==> src/rtl/shifter_pkg.sv <==
// Shared definitions for the pipelined barrel shifter.
// Contents: shift-mode encodings and the shift_mode_e enum carried
// through every pipeline stage.
package shifter_pkg;

  localparam int unsigned MODE_W = 2;

  localparam logic [MODE_W-1:0] MODE_SLL = 2'b00;
  localparam logic [MODE_W-1:0] MODE_SRA = 2'b01;
  localparam logic [MODE_W-1:0] MODE_ROR = 2'b10;
  localparam logic [MODE_W-1:0] MODE_SRL = 2'b11;

  typedef enum logic [MODE_W-1:0] {
    SH_SLL = MODE_SLL,
    SH_SRA = MODE_SRA,
    SH_ROR = MODE_ROR,
    SH_SRL = MODE_SRL
  } shift_mode_e;

endpackage

==> src/rtl/shift_stage.sv <==
// One log2 step of the barrel shifter: shifts by DIST when en is set,
// otherwise passes data through. Purely combinational.
// Ports:
//   data     operand from the previous stage
//   mode     shift mode (SLL / SRA / ROR / SRL)
//   en       this stage's shift-amount bit
//   result_c shifted operand
// Build option: PIPE_SHIFTER_ROR_EN builds the rotate wrap; without it
// mode ROR passes the operand unchanged.
module shift_stage
  import shifter_pkg::*;
#(
  parameter int unsigned WIDTH = 16,
  parameter int unsigned DIST  = 1
) (
  input  logic [WIDTH-1:0] data,
  input  shift_mode_e      mode,
  input  logic             en,
  output logic [WIDTH-1:0] result_c
);

  // Single-step shift for every mode; SRA replicates this stage's MSB,
  // which earlier stages have kept equal to the original sign.
  always_comb begin
    result_c = data;
    if (en) begin
      case (mode)
        SH_SLL:  result_c = data << DIST;
        SH_SRA:  result_c = WIDTH'($signed(data) >>> DIST);
        SH_SRL:  result_c = data >> DIST;
`ifdef PIPE_SHIFTER_ROR_EN
        SH_ROR:  result_c = {data[DIST-1:0], data[WIDTH-1:DIST]};
`else
        SH_ROR:  result_c = data;
`endif
        default: result_c = data;
      endcase
    end
  end

endmodule

==> src/rtl/pipe_shifter.sv <==
// Pipelined valid/ready barrel shifter: one log2 shift step per register
// stage, SHAMT_W stages of latency, one operation per cycle throughput.
// Ports:
//   clk, rst        clock and synchronous active-high reset
//   flush           clears all in-flight operations (same-cycle input dropped)
//   in_valid/ready  input handshake; in_ready is combinational from output side
//   in_data/shamt/mode/tag  operand, shift amount, mode, passthrough tag
//   out_valid/ready output handshake
//   out_data/tag    result and its tag (registered)
// Build option: PIPE_SHIFTER_ROR_EN enables rotate-right for mode 2'b10.
module pipe_shifter
  import shifter_pkg::*;
#(
  parameter int unsigned WIDTH   = 16,
  parameter int unsigned TAG_W   = 4,
  parameter int unsigned SHAMT_W = $clog2(WIDTH)
) (
  input  logic               clk,
  input  logic               rst,
  input  logic               flush,
  input  logic               in_valid,
  output logic               in_ready,
  input  logic [WIDTH-1:0]   in_data,
  input  logic [SHAMT_W-1:0] in_shamt,
  input  logic [1:0]         in_mode,
  input  logic [TAG_W-1:0]   in_tag,
  output logic               out_valid,
  input  logic               out_ready,
  output logic [WIDTH-1:0]   out_data,
  output logic [TAG_W-1:0]   out_tag
);

  localparam int unsigned NSTG = SHAMT_W;

  logic               valid_q [NSTG];
  logic [WIDTH-1:0]   data_q  [NSTG];
  shift_mode_e        mode_q  [NSTG];
  logic [SHAMT_W-1:0] shamt_q [NSTG];
  logic [TAG_W-1:0]   tag_q   [NSTG];

  logic [WIDTH-1:0]   shifted_c [NSTG];
  logic               adv_c;

  // Whole pipe moves together; a stalled output freezes every stage.
  assign adv_c    = out_ready | ~out_valid;
  assign in_ready = adv_c;

  // Stage k shifts by 2^k under shamt bit k, fed by the previous register.
  for (genvar k = 0; k < NSTG; k++) begin : g_stage
    if (k == 0) begin : g_head
      shift_stage #(.WIDTH(WIDTH), .DIST(1)) u_stage (
        .data     (in_data),
        .mode     (shift_mode_e'(in_mode)),
        .en       (in_shamt[0]),
        .result_c (shifted_c[0])
      );
    end else begin : g_body
      shift_stage #(.WIDTH(WIDTH), .DIST(2 ** k)) u_stage (
        .data     (data_q[k-1]),
        .mode     (mode_q[k-1]),
        .en       (shamt_q[k-1][k]),
        .result_c (shifted_c[k])
      );
    end
  end

  // Stage registers; bubbles advance in place, flush wins over a stall.
  always_ff @(posedge clk) begin
    if (rst) begin
      for (int unsigned k = 0; k < NSTG; k++) begin
        valid_q[k] <= 1'b0;
        data_q[k]  <= '0;
        mode_q[k]  <= SH_SLL;
        shamt_q[k] <= '0;
        tag_q[k]   <= '0;
      end
    end else begin
      if (adv_c) begin
        valid_q[0] <= in_valid;
        data_q[0]  <= shifted_c[0];
        mode_q[0]  <= shift_mode_e'(in_mode);
        shamt_q[0] <= in_shamt;
        tag_q[0]   <= in_tag;
        for (int unsigned k = 1; k < NSTG; k++) begin
          valid_q[k] <= valid_q[k-1];
          data_q[k]  <= shifted_c[k];
          mode_q[k]  <= mode_q[k-1];
          shamt_q[k] <= shamt_q[k-1];
          tag_q[k]   <= tag_q[k-1];
        end
      end
      if (flush) begin
        for (int unsigned k = 0; k < NSTG; k++) begin
          valid_q[k] <= 1'b0;
        end
      end
    end
  end

  assign out_valid = valid_q[NSTG-1];
  assign out_data  = data_q[NSTG-1];
  assign out_tag   = tag_q[NSTG-1];

endmodule

==> config.mk <==
export PLATFORM = sky130hd
export DESIGN_NAME = pipe_shifter
export DESIGN_NICKNAME = d
export VERILOG_FILES = /design/src/rtl/shifter_pkg.sv /design/src/rtl/shift_stage.sv /design/src/rtl/pipe_shifter.sv
export SDC_FILE = /design/constraint.sdc
export NUM_CORES = 1
export LEC_CHECK = 0
export CAP_MARGIN = 10
export CORE_MARGIN = 2
export CORE_UTILIZATION = 35
export DETAILED_ROUTE_END_ITERATION = 7
export DONT_BUFFER_PORTS = 1
export PLACE_DENSITY_LB_ADDON = 0.15
export SYNTH_ARGS = -nofsm -noshare
export SYNTH_HDL_FRONTEND = slang
export SYNTH_SLANG_ARGS = --single-unit
==> constraint.sdc <==
create_clock -name clk -period 8 [get_ports clk]
set_input_delay 0.4 -clock clk [delete_from_list [all_inputs] [get_ports clk]]
set_output_delay 0.4 -clock clk [all_outputs]
set_load 0.05 [all_outputs]
# Word-level counts from Yosys, hierarchy flattened
# Memories as Yosys holds them, arrays and structs flattened.
# Index checks and enable logic that the tools add are counted.
dict set report word_totals {
  ff_bits 0
  mem_count 5
  output_inout_bits 22
  ram_bits 108
  wordCells 87
}
# memory depth width read_ports rd_ports_with_merged_regs write_ports line
set mem_list {}
lappend mem_list {data_q 4 16 4 0 4 pipe_shifter.sv:36} ;# logic [WIDTH-1:0] data_q [NSTG];
lappend mem_list {shamt_q 4 4 3 0 4 pipe_shifter.sv:38} ;# logic [SHAMT_W-1:0] shamt_q [NSTG];
lappend mem_list {tag_q 4 4 4 0 4 pipe_shifter.sv:39} ;# logic [TAG_W-1:0] tag_q [NSTG];
lappend mem_list {mode_q 4 2 3 0 4 pipe_shifter.sv:37} ;# shift_mode_e mode_q [NSTG];
lappend mem_list {valid_q 4 1 4 0 4 pipe_shifter.sv:35} ;# logic valid_q [NSTG];
dict set report classes {
  eq_ne 12
  n_mux 40
  bitwise 26
  n_reduce_logical 4
}
# operator n
set ops {}
lappend ops {{one-hot mux 16 bit (4 select lines)} 4}
lappend ops {{2-to-1 mux 16 bit} 8}
lappend ops {{2-to-1 mux 4 bit} 8}
lappend ops {{bitwise OR 1 bit} 25}
lappend ops {{== test 2 bit (second input constant)} 8}
lappend ops {{2-to-1 mux 1 bit} 16}
lappend ops {{== test 2 x 1 -> 1 bit (second input constant)} 4}
lappend ops {{zero test 2 bit} 4}
lappend ops {{2-to-1 mux 2 bit} 4}
lappend ops {{inverter 1 bit} 1}

# Logic depth before layout (Yosys ltp)
dict set report depth {
  ltp_word 7
  ltp_mapped 6
}

# By module
# Synthesis repeated with hierarchy kept, for this count alone.
dict set report unflattened {
  hier_cells 443
  area_unflattened_um2 5084.9
}
# module cells_per_inst area_per_inst_um2 seq_area_each_um2 n_inst
set by_module_without_submodules {}
lappend by_module_without_submodules {pipe_shifter 214 3652.3 2862.7 1}
lappend by_module_without_submodules {{shift_stage at g_stage[0].g_head.u_stage} 76 445.4 0.0 1}
lappend by_module_without_submodules {{shift_stage at g_stage[1].g_body.u_stage} 58 357.8 0.0 1}
lappend by_module_without_submodules {{shift_stage at g_stage[2].g_body.u_stage} 53 340.3 0.0 1}
lappend by_module_without_submodules {{shift_stage at g_stage[3].g_body.u_stage} 42 289.0 0.0 1}

# Worst setup path after synthesis
# No wires, ideal clock.
dict set report synth_path {
  kind {reg-to-reg}
  startpoint {memory valid_q[3]}
  endpoint {memory data_q[0][0] (enable)}
  stages_incl_launch_ff 3
  synth_period_minus_slack_ns 3.366
  arrival_time_ns 2.479
  setup_time_ns 0.888
  required_ns 7.112
  slack_ns 4.634
  path_cell_list {dfxtp_1 -> nor2b_4 -> nand2b_1}
}
# item line
set synth_lines {}
lappend synth_lines {{start, declared} pipe_shifter.sv:35}
lappend synth_lines {{end, declared} pipe_shifter.sv:36}

==> reports/qor.csv <==
metric,value,unit
cts_max_path_buffers,2,
fin_nets,415,
hpwl,6.13,mm
min_from,flush,
dr_total_vias,3093,
most-common-layout-cells,"edfxtp_1 (94), o22ai_1 (67), a211oi_2 (34), o21ai_0 (34), a21oi_1 (29)",
synth_area_per_cell,12.2,sq um
min_period_over_period,29.7,%
min_path_cells,1,
diodes,0,
cp-start-kind,register,
overflow,0,
clock-sinks,96,
leakagePower,1.77,nW
clkTransAtPathRegs,0.06,ns
avgViaCountPerCell,5.44,
slew_viol_final,0,
firstDrtPassIters,4,
cts-hold-fix-buffers,0,
maxSlewHeadroom,30.9,%
worst_pin_slew,1.03,ns
path_max_fanout,70,
ys_types,38,
syn_area,0.00489,sq mm
rrSetupSlack,5.62,ns
wl_per_cell,16.3,microns
ios,53,
arrival,2.42,ns
power_density,212,mW/mm^2
coreArea,0.0138,sq mm
area_delta_synth_final,6.04,%
drt_iter0_drc,229,
synthCells,402,
worst-setup-path-type,reg -> reg,
setup_ws,5.62,ns
period_minus_slack,2.38,ns
ir_worst_vdd,104,uV
reg2reg_depth,5,
grt_pass1_wl,15.4,mm
first_global_vias,3017,
placed_area,0.00491,sq mm
setup_viol,0,
final_cell_area,0.00519,sq mm
routed_wl,9.25,mm
detail-route-antenna-nets,0,
setup_tns,0,ns
hold_end,valid_q[0],
cp-end-kind,register,
grtUsageTotal,13.2,%
drcViolationCount,0,
grt_max_degree,72,
rows,43,
outcome,finished clean,
dieArea,0.0149,sq mm
yosys_register_bits,96,
r2r_start,valid_q[3],
finClkSkew,0.00508,ns
place_ws,5.62,ns
hp-class,in -> reg,
die_h,122,microns
ys.warnings.count,0,
ys_seq_area_share,58.5,%
place_congestion,0.852,
cts_buffers,9,
cts_tree,built,
io_buffers,0,
clockRootBuffer,clkbuf_16,
final_common_cell,edfxtp_1,
drive_gt1_share,15.4,%
power.total,1.10,mW
rsz0062_at_grt,false,
antenna_found_initial,0,
postCtsSetupBuffers,0,
die_x,122,microns
synthesis.nets,433,
cts.htree.levels,3,
drv_cap,0,
start_util,35.5,%
timing.fmax,420,MHz
clk_latency,0.34,ns
r2r_end,data_q[2][12],
cts_resized,0,
finalHoldViolations,0,
cp_data_required_time,8.04,ns
[critical path, stage by stage, from the launching register on]
cell and delay [ns]:
dfxtp_1 0.65, nor2b_4 0.36, inv_4 0.14, nand2b_2 0.08, buf_4 0.70, a21oi_1 0.11
[metal layers]
metal	global-route usage, %	up-vias	wire length [microns]
li1	-	1537	-
met1	16.3	1463	4220
met2	21.5	79	4480
met3	3.07	14	349
met4	6.82	0	209
met5	0	-	0
[metrics by stage]
step	instances	hold slack (ns)	util (%)
floorplan	402	0.434	-
global placement	553	0.467	35.6
detailed placement	553	0.475	35.6
CTS	569	0.114	37.7
global route	569	0.114	37.7
finish	569	0.132	37.7
[sequential cells by signal (all words and copies together) (netlist names)]
name and count:
mode_q 6, valid_q 4, data_q 64, shamt_q 6
tag_q 16
[power breakdown]
| part | leakage, nW | internal [mW] | switching, mW |
|---|---|---|---|
| registers | 1.14 | 0.578 | 0.0317 |
| clock network | 0.138 | 0.239 | 0.169 |
| logic | 0.490 | 0.0350 | 0.0458 |
| total | 1.77 | 0.852 | 0.247 |
[final cells by class]
class                           count  area, sq um
Inverter                           11         43.8
Timing Repair Buffer                2         15.0
Clock inverter                      5         47.5
Sequential cell                    96         2860
Multi-Input combinational cell    264         1760
Tap cell                          180          225
Fill cell                        1383         8590
Clock buffer                       11          233
[worst max path at each step]
stage / start / to / cells past startpoint
2_1_floorplan: valid_q[3] / data_q[0][0] / 2
3_3_place_gp: valid_q[3] / data_q[3][10] / 5
3_5_place_dp: valid_q[3] / data_q[2][12] / 5
4_1_cts: valid_q[3] / data_q[2][12] / 5
5_1_grt: valid_q[3] / data_q[2][12] / 5
6_report: valid_q[3] / data_q[2][12] / 5
[synth_stat cells (all sizes together)]
library cell / instances / area share (%)
nand3: 8 / 0.82
dfxtp: 2 / 0.82
clkbuf: 4 / 0.33
o21ai: 41 / 4.2
mux2i: 1 / 0.20
inv: 10 / 0.82
and2b: 2 / 0.31
a31oi: 1 / 0.13
and3b: 2 / 0.36
nand3b: 1 / 0.15
nand4: 1 / 0.13
nor2b: 15 / 2.1
o21bai: 1 / 0.15
a21o: 2 / 0.31
nor3: 1 / 0.10
clkinv: 1 / 0.077
and3: 2 / 0.26
nor2: 9 / 0.69
o2bb2ai: 1 / 0.18
o21a: 1 / 0.15
and2: 25 / 3.2
edfxtp: 94 / 58
o22ai: 67 / 8.6
buf: 27 / 4.4
nand2: 14 / 1.3
a21oi: 29 / 3.0
nand2b: 6 / 0.92
a211oi: 34 / 8.7
[logic make-up after synthesis]
logic type / count (synthesis) / synth area share [%]
AND/OR/NAND/NOR: 86 / 10.3
multiplexers: 1 / 0.205
buffers and inverters: 42 / 5.65
AO/OA/AOI/OAI: 177 / 25.3
flip-flops: 96 / 58.5
Power figures use the tool's default switching activity.
